$ cat src/rtl/copy_engine_pkg.sv
// rtl/copy_engine_pkg.sv - shared constants, CSR map and FSM state type for the SDRAM copy engine
package copy_engine_pkg;

  localparam int CSR_CTRL   = 0;
  localparam int CSR_SRC    = 1;
  localparam int CSR_DST    = 2;
  localparam int CSR_LEN    = 3;
  localparam int CSR_STATUS = 4;
  localparam int CSR_COUNT  = 5;

  localparam logic [31:0] START_WORD = 32'hF00B_F00B;
  localparam logic [31:0] ABORT_WORD = 32'hDEAD_F00B;

  localparam int STAT_BUSY    = 0;
  localparam int STAT_DONE    = 1;
  localparam int STAT_ABORTED = 2;

  typedef enum logic [1:0] {
    IDLE,
    RD_REQ,
    RD_WAIT,
    WR
  } state_t;

endpackage

$ cat src/rtl/copy_fifo.sv
// rtl/copy_fifo.sv - show-ahead synchronous FIFO holding one copy batch
module copy_fifo #(
  parameter int DATAWIDTH  = 32,
  parameter int FIFO_DEPTH = 4
) (
  input  logic                          clk,
  input  logic                          reset,
  input  logic                          push,
  input  logic [DATAWIDTH-1:0]          push_data,
  input  logic                          pop,
  output logic [DATAWIDTH-1:0]          head,
  output logic                          full,
  output logic                          empty,
  output logic [$clog2(FIFO_DEPTH):0]   count
);
  localparam int AW = $clog2(FIFO_DEPTH);
  localparam logic [AW:0] DEPTH_C = FIFO_DEPTH[AW:0];

  logic [DATAWIDTH-1:0] mem_q [FIFO_DEPTH];
  logic [AW-1:0]        wptr_q, rptr_q;
  logic [AW:0]          count_q;
  logic                 do_push, do_pop;

  assign empty   = (count_q == '0);
  assign full    = (count_q == DEPTH_C);
  assign do_pop  = pop && !empty;
  assign do_push = push && (!full || do_pop);
  assign head    = mem_q[rptr_q];
  assign count   = count_q;

  always_ff @(posedge clk or posedge reset) begin
    if (reset) begin
      wptr_q  <= '0;
      rptr_q  <= '0;
      count_q <= '0;
      for (int i = 0; i < FIFO_DEPTH; i++) mem_q[i] <= '0;
    end else begin
      if (do_push) begin
        mem_q[wptr_q] <= push_data;
        wptr_q        <= wptr_q + AW'(1);
      end
      if (do_pop) rptr_q <= rptr_q + AW'(1);
      count_q <= count_q + {{AW{1'b0}}, do_push} - {{AW{1'b0}}, do_pop};
    end
  end

endmodule

$ cat src/rtl/sdram_copy_engine.sv
// rtl/sdram_copy_engine.sv - CSR-programmed SDRAM-to-SDRAM copy engine with batched Avalon-MM master
module sdram_copy_engine
  import copy_engine_pkg::*;
#(
  parameter int MASTER_ADDRESSWIDTH = 26,
  parameter int SLAVE_ADDRESSWIDTH  = 3,
  parameter int DATAWIDTH           = 32,
  parameter int FIFO_DEPTH          = 4
) (
  input  logic                           clk,
  input  logic                           reset,
  input  logic [SLAVE_ADDRESSWIDTH-1:0]  slave_address,
  input  logic [DATAWIDTH-1:0]           slave_writedata,
  input  logic                           slave_write,
  input  logic                           slave_read,
  input  logic                           slave_chipselect,
  output logic [DATAWIDTH-1:0]           slave_readdata,
  output logic [MASTER_ADDRESSWIDTH-1:0] master_address,
  output logic [DATAWIDTH-1:0]           master_writedata,
  output logic                           master_write,
  output logic                           master_read,
  input  logic [DATAWIDTH-1:0]           master_readdata,
  input  logic                           master_readdatavalid,
  input  logic                           master_waitrequest
);
  localparam int MAW = MASTER_ADDRESSWIDTH;
  localparam int SAW = SLAVE_ADDRESSWIDTH;
  localparam int CW  = $clog2(FIFO_DEPTH) + 1;
  localparam logic [CW-1:0] DEPTH_C = CW'(FIFO_DEPTH);

  state_t               state_q, state_d;
  logic [DATAWIDTH-1:0] src_q, src_d, dst_q, dst_d, len_q, len_d;
  logic [DATAWIDTH-1:0] remaining_q, remaining_d, count_q, count_d, rdata_q, rdata_d;
  logic [MAW-1:0]       rd_addr_q, rd_addr_d, wr_addr_q, wr_addr_d;
  logic [CW-1:0]        batch_q, batch_d, issued_q, issued_d, received_q, received_d;
  logic                 done_q, done_d, aborted_q, aborted_d, abort_req_q, abort_req_d;

  logic                 busy, csr_wr, csr_rd, ctrl_wr, start, abort_cmd;
  logic                 rd_accept, wr_accept, fifo_push, fifo_empty, fifo_full, unused_full;
  logic [CW-1:0]        fifo_count, received_inc;
  logic [DATAWIDTH-1:0] fifo_head, status;

  function automatic logic [CW-1:0] batch_of(input logic [DATAWIDTH-1:0] rem);
    return (rem >= DATAWIDTH'(FIFO_DEPTH)) ? DEPTH_C : rem[CW-1:0];
  endfunction

  assign busy         = (state_q != IDLE);
  assign csr_wr       = slave_chipselect && slave_write;
  assign csr_rd       = slave_chipselect && slave_read;
  assign ctrl_wr      = csr_wr && (slave_address == SAW'(CSR_CTRL));
  assign start        = ctrl_wr && (slave_writedata == DATAWIDTH'(START_WORD)) && !busy;
  assign abort_cmd    = ctrl_wr && (slave_writedata == DATAWIDTH'(ABORT_WORD)) && busy;
  assign rd_accept    = (state_q == RD_REQ) && !master_waitrequest;
  assign wr_accept    = (state_q == WR) && !master_waitrequest && !fifo_empty;
  // Read data is only meaningful inside a job; returns left over from a reset are dropped.
  assign fifo_push    = master_readdatavalid && busy;
  assign received_inc = received_q + {{(CW-1){1'b0}}, fifo_push};
  assign unused_full  = fifo_full;
  assign slave_readdata = rdata_q;

  copy_fifo #(
    .DATAWIDTH  (DATAWIDTH),
    .FIFO_DEPTH (FIFO_DEPTH)
  ) u_fifo (
    .clk       (clk),
    .reset     (reset),
    .push      (fifo_push),
    .push_data (master_readdata),
    .pop       (wr_accept),
    .head      (fifo_head),
    .full      (fifo_full),
    .empty     (fifo_empty),
    .count     (fifo_count)
  );

  always_comb begin
    master_read      = 1'b0;
    master_write     = 1'b0;
    master_address   = '0;
    master_writedata = '0;
    case (state_q)
      RD_REQ: begin
        master_read    = 1'b1;
        master_address = rd_addr_q;
      end
      WR: begin
        master_write     = 1'b1;
        master_address   = wr_addr_q;
        master_writedata = fifo_head;
      end
      default: ;
    endcase
  end

  always_comb begin
    status               = '0;
    status[STAT_BUSY]    = busy;
    status[STAT_DONE]    = done_q;
    status[STAT_ABORTED] = aborted_q;
  end

  always_comb begin
    state_d     = state_q;
    src_d       = src_q;
    dst_d       = dst_q;
    len_d       = len_q;
    remaining_d = remaining_q;
    count_d     = count_q;
    rdata_d     = rdata_q;
    rd_addr_d   = rd_addr_q;
    wr_addr_d   = wr_addr_q;
    batch_d     = batch_q;
    issued_d    = issued_q;
    received_d  = received_inc;
    done_d      = done_q;
    aborted_d   = aborted_q;
    abort_req_d = abort_req_q || abort_cmd;

    if (csr_rd) begin
      case (slave_address)
        SAW'(CSR_SRC):    rdata_d = src_q;
        SAW'(CSR_DST):    rdata_d = dst_q;
        SAW'(CSR_LEN):    rdata_d = len_q;
        SAW'(CSR_STATUS): rdata_d = status;
        SAW'(CSR_COUNT):  rdata_d = count_q;
        default:          rdata_d = '0;
      endcase
    end

    if (csr_wr && !busy) begin
      case (slave_address)
        SAW'(CSR_SRC): src_d = {slave_writedata[DATAWIDTH-1:2], 2'b00};
        SAW'(CSR_DST): dst_d = {slave_writedata[DATAWIDTH-1:2], 2'b00};
        SAW'(CSR_LEN): len_d = slave_writedata;
        default: ;
      endcase
    end

    case (state_q)
      IDLE: begin
        if (start) begin
          done_d      = (len_q == '0);
          aborted_d   = 1'b0;
          count_d     = '0;
          rd_addr_d   = src_q[MAW-1:0];
          wr_addr_d   = dst_q[MAW-1:0];
          remaining_d = len_q;
          batch_d     = batch_of(len_q);
          issued_d    = '0;
          received_d  = '0;
          if (len_q != '0) state_d = RD_REQ;
        end
      end
      RD_REQ: begin
        if (rd_accept) begin
          rd_addr_d = rd_addr_q + MAW'(4);
          issued_d  = issued_q + CW'(1);
          if (issued_q + CW'(1) == batch_q)
            state_d = (received_inc == batch_q) ? WR : RD_WAIT;
        end
      end
      RD_WAIT: begin
        if (received_inc == batch_q) state_d = WR;
      end
      WR: begin
        if (wr_accept) begin
          wr_addr_d   = wr_addr_q + MAW'(4);
          count_d     = count_q + DATAWIDTH'(1);
          remaining_d = remaining_q - DATAWIDTH'(1);
          // Batch boundary: the only point where the job may end or be aborted.
          if (fifo_count == CW'(1)) begin
            if (remaining_q == DATAWIDTH'(1)) begin
              state_d     = IDLE;
              done_d      = 1'b1;
              abort_req_d = 1'b0;
            end else if (abort_req_q) begin
              state_d     = IDLE;
              aborted_d   = 1'b1;
              abort_req_d = 1'b0;
            end else begin
              state_d    = RD_REQ;
              batch_d    = batch_of(remaining_q - DATAWIDTH'(1));
              issued_d   = '0;
              received_d = '0;
            end
          end
        end
      end
      default: state_d = IDLE;
    endcase
  end

  always_ff @(posedge clk or posedge reset) begin
    if (reset) begin
      state_q     <= IDLE;
      src_q       <= '0;
      dst_q       <= '0;
      len_q       <= '0;
      remaining_q <= '0;
      count_q     <= '0;
      rdata_q     <= '0;
      rd_addr_q   <= '0;
      wr_addr_q   <= '0;
      batch_q     <= '0;
      issued_q    <= '0;
      received_q  <= '0;
      done_q      <= 1'b0;
      aborted_q   <= 1'b0;
      abort_req_q <= 1'b0;
    end else begin
      state_q     <= state_d;
      src_q       <= src_d;
      dst_q       <= dst_d;
      len_q       <= len_d;
      remaining_q <= remaining_d;
      count_q     <= count_d;
      rdata_q     <= rdata_d;
      rd_addr_q   <= rd_addr_d;
      wr_addr_q   <= wr_addr_d;
      batch_q     <= batch_d;
      issued_q    <= issued_d;
      received_q  <= received_d;
      done_q      <= done_d;
      aborted_q   <= aborted_d;
      abort_req_q <= abort_req_d;
    end
  end

endmodule
$ cat config.mk
export PLATFORM = sky130hd
export DESIGN_NAME = sdram_copy_engine
export DESIGN_NICKNAME = d
export VERILOG_FILES = /design/src/rtl/copy_engine_pkg.sv /design/src/rtl/copy_fifo.sv /design/src/rtl/sdram_copy_engine.sv
export SDC_FILE = /design/constraint.sdc
export NUM_CORES = 1
export LEC_CHECK = 0
export CORE_MARGIN = 2
export CORE_UTILIZATION = 59
export CTS_BUF_LIST = sky130_fd_sc_hd__clkbuf_16
export DETAILED_ROUTE_END_ITERATION = 6
export PLACE_DENSITY = 0.81
export SYNTH_ARGS = -nofsm -noshare
export SYNTH_HDL_FRONTEND = slang
export SYNTH_SLANG_ARGS = --single-unit
$ cat constraint.sdc
create_clock -name clk -period 15.3 [get_ports clk]
set_input_delay 2.295 -clock clk [delete_from_list [all_inputs] [get_ports clk]]
set_output_delay 2.295 -clock clk [all_outputs]
set_load 0.005 [all_outputs]
== Yosys cells after proc, flatten, opt, wreduce, memory -nomap -nowiden ==
Cells that the tools add are included.
Word-level totals
  bits in registers: 389
  input bits: 74
  output and inout port bits: 92
  logic and storage cells: 176
Cells by class
  $add $sub $neg: 10
  magnitude comparators: 5
  equality and inequality tests: 26
  multiplexer cells: 71
  bitwise operators: 2
  reductions and logical operators: 40
Operators with widths (count)
  2-to-1 mux 32 bit: 8
  one-hot mux 32 bit (5 select lines): 1
  one-hot mux 26 bit (2 select lines): 3
  bitwise mux 128 bit: 1
  one-hot mux 32 bit (2 select lines): 2
  2-to-1 mux 26 bit: 4
  binary-select mux 32 bit (select 2 bit): 1
  demux 32 bit (select 2 bit): 1
  equality test 32 bit (second input constant): 2
  >= comparator 32 x 3 -> 1 bit (second input constant): 2
  2-to-1 mux 3 bit: 18
  adder 26 x 3 -> 26 bit (second input constant): 2
  adder 32 x 1 -> 32 bit (second input constant): 1
  equality test 32 x 1 -> 1 bit (second input constant): 1
  logical NOT 32 bit: 1
  nonzero test 32 bit: 1
  subtractor 32 x 1 -> 32 bit (second input constant): 1
  2-to-1 mux 1 bit: 19
  logical AND 1 bit: 15
  2-to-1 mux 2 bit: 7
  != test 2 bit (second input constant): 7
  AND reduction 7 bit: 2
  one-hot mux 3 bit (2 select lines): 2
  AND reduction 6 bit: 2
  other kinds (26): 50

== Depth between registers and ports, before layout ==
  depth in word-level cells: 10
  depth in mapped cells: 12
  mapped depth without buffers: 12

== Hierarchy ==
A second synthesis with hierarchy kept.
Second synthesis, totals
  cells, all modules: 1770
  area, all modules: 19613.8 µm²
By module, submodules not included
  sdram_copy_engine: times used 1, cells an instance 1423, area an instance 13645.6 µm², seq. area each 6256.0 µm²
  copy_fifo: times used 1, cells an instance 347, area an instance 5968.2 µm², seq. area each 3378.2 µm²

== Worst setup path before layout ==
No wires, ideal clock.
  kind: input to register
  from: input slave_address[0]
  to: register rd_addr_q[11]
  setup time: 137 ps
  data arrival time: 4089 ps
  data required time: 15163 ps
  slack: 11074 ps
  cell stages on the path: 10
  path buffers: 4
  path through: buf_2 nor2_1 nand4b_1 o41a_1 buf_6 or3_1 clkbuf_1 clkbuf_1 o22ai_1 a21oi_1
Between the ends
  cells in the longest elaborated chain, start to end: 6
Ends and longest elaborated chain
  start: declaration: line sdram_copy_engine.sv:12  | input logic [SLAVE_ADDRESSWIDTH-1:0] slave_address,
  logical NOT 3 bit: line sdram_copy_engine.sv:50  | assign ctrl_wr = csr_wr && (slave_address == SAW'(CSR_CTRL));
  logical AND 1 bit: line sdram_copy_engine.sv:50
  logical AND 1 bit (2 in series): line sdram_copy_engine.sv:51  | assign start = ctrl_wr && (slave_writedata == DATAWIDTH'(START_WORD)) && !busy;
  != test 2 bit (no source line)
  AND reduction 3 bit (no source line)
  end signal: assignment: line sdram_copy_engine.sv:218  | rd_addr_q <= rd_addr_d;
  end: declaration: line sdram_copy_engine.sv:34  | logic [MAW-1:0] rd_addr_q, rd_addr_d, wr_addr_q, wr_addr_d;
No other way between the ends.
A chain may end at the register's enable or synchronous reset.

== Worst setup path in the final report ==
  from: input slave_address[0]
  to: register wr_addr_q[10]
Between the ends
  cells in the longest elaborated chain, start to end: 6
Ends and longest elaborated chain
  logical NOT 3 bit: line sdram_copy_engine.sv:50
  logical AND 1 bit: line sdram_copy_engine.sv:50
  logical AND 1 bit (2 in series): line sdram_copy_engine.sv:51
  != test 2 bit (no source line)
  AND reduction 3 bit (no source line)
  end signal: assignment: line sdram_copy_engine.sv:219  | wr_addr_q <= wr_addr_d;
  end: declaration: line sdram_copy_engine.sv:34
No other way between the ends.

==> impl_metrics.env <==
export IMPL_reg2regPathDepth=11
export IMPL_via_per_inst=6.61
export IMPL_drt_iter0_drc=1604
export IMPL_cts_tree="done"
export IMPL_ir_worst_vdd_v=0.000138
export IMPL_seqPwrFrac_pct=41.0
export IMPL_fin_tns_setup_ns=0
export IMPL_vias=15600
export IMPL_fin_skew_ns=0.0212
export IMPL_grt_first_pass_wirelength_um=88100
export IMPL_synth_top_family_by_area="multiplexers"
export IMPL_maxSlewViolCount=0
export IMPL_maxCapViolations=0
export IMPL_setup_ws_ns=9.38
export IMPL_status="completed"
export IMPL_cts_num_sinks=385
export IMPL_critPathKind="in -> reg"
export IMPL_hold_path_startpoint="slave_readdata[6]$_DFFE_PP0P_"
export IMPL_max_freq_mhz=169
export IMPL_detail_route_antenna_nets=0
export IMPL_drive_above_1_share_pct=19.4
export IMPL_wl_um=56400
export IMPL_dp_hpwl_um=37400
export IMPL_cts_reportedPaths_clkPinSlew_ns=0.06
export IMPL_dieHeight_um=186
export IMPL_muxShareOfSynthArea_pct=16.7
export IMPL_grt_start_max_net_pins=111
export IMPL_synth_cell_type_count=82
export IMPL_synth_area_leaders="dfrtp_1 (49%), mux2_2 (12%), mux4_2 (3.7%), o21ai_0 (3.0%), nand2_1 (2.8%)"
export IMPL_synth_seq_cells=385
export IMPL_initial_core_util_pct=60.0
export IMPL_p_int_mw=2.89
export IMPL_worst_slew_pin_slew_ns=1.44
export IMPL_synth_xor_area_share_pct=1.84
export IMPL_io_pins=166
export IMPL_fin_crit_ns=5.92
export IMPL_cp_max_fo=90
export IMPL_avgSynthCellArea_um2=11.0
export IMPL_clkPwrFrac_pct=20.3
export IMPL_combPwrFrac_pct=38.8
export IMPL_io_buffers=163
export IMPL_wl_per_cell_um=23.9
export IMPL_synth_edff_count=0
export IMPL_min_to="slave_readdata[6]$_DFFE_PP0P_"
export IMPL_cts_buffer_depth=3
export IMPL_htreeDepth=2
export IMPL_switchingPower_mw=1.80
export IMPL_cts_root_buf="clkbuf_16"
export IMPL_synth_simple_area_share_pct=13.6
export IMPL_finalSetupViolCount=0
export IMPL_num_nets_final=1983
export IMPL_timing_rr_end="wr_addr_q[10]$_DFFE_PP0P_"
export IMPL_synth_top_area_cell="dfrtp_1"
export IMPL_slew_headroom_pct=3.94
export IMPL_setup_worst_path_start_class="primary input"
export IMPL_crit_path_end_kind="register"
export IMPL_clk_latency_ns=0.54
export IMPL_timing_final_crit_share_pct=38.7
export IMPL_synthArstFlopShare_pct=100
export IMPL_cp_data_required_time_ns=15.68
export IMPL_yosysSeqAreaShare_pct=49.4
export IMPL_hold_class="reg -> reg"
export IMPL_cts_inserted_buffers=41
export IMPL_grt_total_usage_pct=33.2
export IMPL_fin_util_pct=69.8
export IMPL_rsz0062_at_grt="no"
export IMPL_overflow=0
export IMPL_n_fill_cell=2389
export IMPL_drt_pass1_iterations=7
export IMPL_finalHoldViolCount=0
export IMPL_rows=66
export IMPL_ctsHoldBuffers=0
export IMPL_cts_resized=0
export IMPL_crit_arrival_ns=6.30
export IMPL_yosys_area_top_type_share_pct=49.4
export IMPL_synth_adder_area_share_pct=1.32
export IMPL_p_sw_share_pct=38.4
export IMPL_leakage_nw=9.48
export IMPL_syn_to_final_growth_pct=16.4
export IMPL_synthCells=1775
export IMPL_die_area_um2=34500
export IMPL_synth_most_common_cell="dfrtp_1"
export IMPL_ys_flop_type="dfrtp_1"
export IMPL_drc_errors=0
export IMPL_hold_depth=2
export IMPL_netlist_top_cells_count="dfrtp_1 (385), mux2_2 (216), nand2_1 (146), o21ai_0 (116), a21oi_1 (90)"
export IMPL_antenna_found_initial=7
export IMPL_grt_pass1_vias=15600
export IMPL_cts_setup_buffers=0
export IMPL_die_x_um=186
export IMPL_yosysWarnings=0
export IMPL_reg2reg_from="state_q[1]$_DFFE_PP0P_"
export IMPL_syn_area_um2=19500
export IMPL_power_density_nw_per_um2=207
export IMPL_synth_compound_area_share_pct=14.0
export IMPL_rrSetupSlack_ns=10.57
export IMPL_dp_slack_ns=8.94
export IMPL_coreArea_um2=32500
export IMPL_gp_congestion=0.932
state kept, by name, summed over array words and instances, names as in the netlist, 24 cells and up:
| register | cells |
|---|---|
| len_q | 32 |
| u_fifo.mem_q | 128 |
| wr_addr_q | 24 |
| rd_addr_q | 24 |
| dst_q | 30 |
| count_q | 32 |
| slave_readdata | 32 |
| src_q | 30 |
| remaining_q | 32 |
how the worst max path moves through the flow:
stage / startpoint / endpoint / slack (ns) / cells past startpoint
2_1_floorplan: reset / abort_req_q$_DFF_PP0_ / 2.31 / 1
6_report: slave_address[0] / wr_addr_q[10]$_DFFE_PP0P_ / 9.38 / 9
5_1_grt: slave_address[0] / wr_addr_q[10]$_DFFE_PP0P_ / 9.21 / 9
3_3_place_gp: slave_address[0] / wr_addr_q[7]$_DFFE_PP0P_ / 9.00 / 8
4_1_cts: slave_address[0] / wr_addr_q[10]$_DFFE_PP0P_ / 9.44 / 9
3_5_place_dp: slave_address[0] / wr_addr_q[9]$_DFFE_PP0P_ / 8.94 / 8
cell families after synthesis:
logic type               after synthesis
multiplexers                         258
XOR/XNOR                              41
adder cells (fa/ha/maj)               20
AND/OR/NAND/NOR                      503
other                                  1
buffers and inverters                152
AO/OA/AOI/OAI                        415
flip-flops                           385
through the flow:
stage / power, mW / cells / instance area (um2) / hold slack, ns
floorplan: 3.03 / 1776 / 19500 / 0.454
global placement: 3.59 / 2288 / 21500 / 0.461
detailed placement: 3.69 / 2288 / 21500 / 0.469
CTS: 4.66 / 2358 / 22700 / 0.482
global route: 4.94 / 2358 / 22700 / 0.503
finish: 4.69 / 2362 / 22700 / 0.476
worst max-delay path, cell delays in order:
cell	delay, ns
clkdlybuf4s50_1	0.63
nor2_1	0.36
nand4b_1	0.19
o41a_1	0.64
nor2_4	0.18
buf_4	0.70
nand2_1	0.81
o22ai_1	0.38
a21oi_1	0.09
cell type report:
type,instances,area (um2),area share (%)
Sequential cell,385,9640,42.4
Multi-Input combinational cell,1239,9310,41.0
Tap cell,442,553,2.44
Antenna cell,4,10.0,0.0441
Clock inverter,29,215,0.948
Inverter,33,131,0.579
Timing Repair Buffer,189,1830,8.05
Clock buffer,41,1030,4.52
power by group through the flow:
stage                     Clock [mW]  Sequential, mW  Combinational (mW)
after global placement             0            1.87                1.72
final                          0.952            1.92                1.82
after global routing            1.00            1.96                1.98
after CTS                      0.957            1.89                1.81
after detailed placement           0            1.90                1.79
after floorplan                    0            1.70                1.34
placed cells by master, fill, tap and decap left out, drive strengths merged, types with 26 or more instances in the layout:
cell type / n
o21ai: 118
clkdlybuf4s50: 163
clkbuf: 41
nand3: 59
mux2: 216
and2: 42
inv: 40
a21oi: 90
a22o: 53
buf: 26
nor2: 86
nor3: 34
a221oi: 30
nand2: 147
dfrtp: 385
o22ai: 45
and3: 26
mux4: 32
per-layer routing:
layer	GRT usage (%)	share of wire [%]	wire length, um	vias to the layer above
li1	-	-	-	6824
met1	45.2	39	22200	7796
met2	50.6	46	25700	842
met3	10.1	11	6450	156
met4	12.1	3.5	1970	6
met5	0	0.076	43	-
No activity file was read; power rests on OpenSTA's default activity.
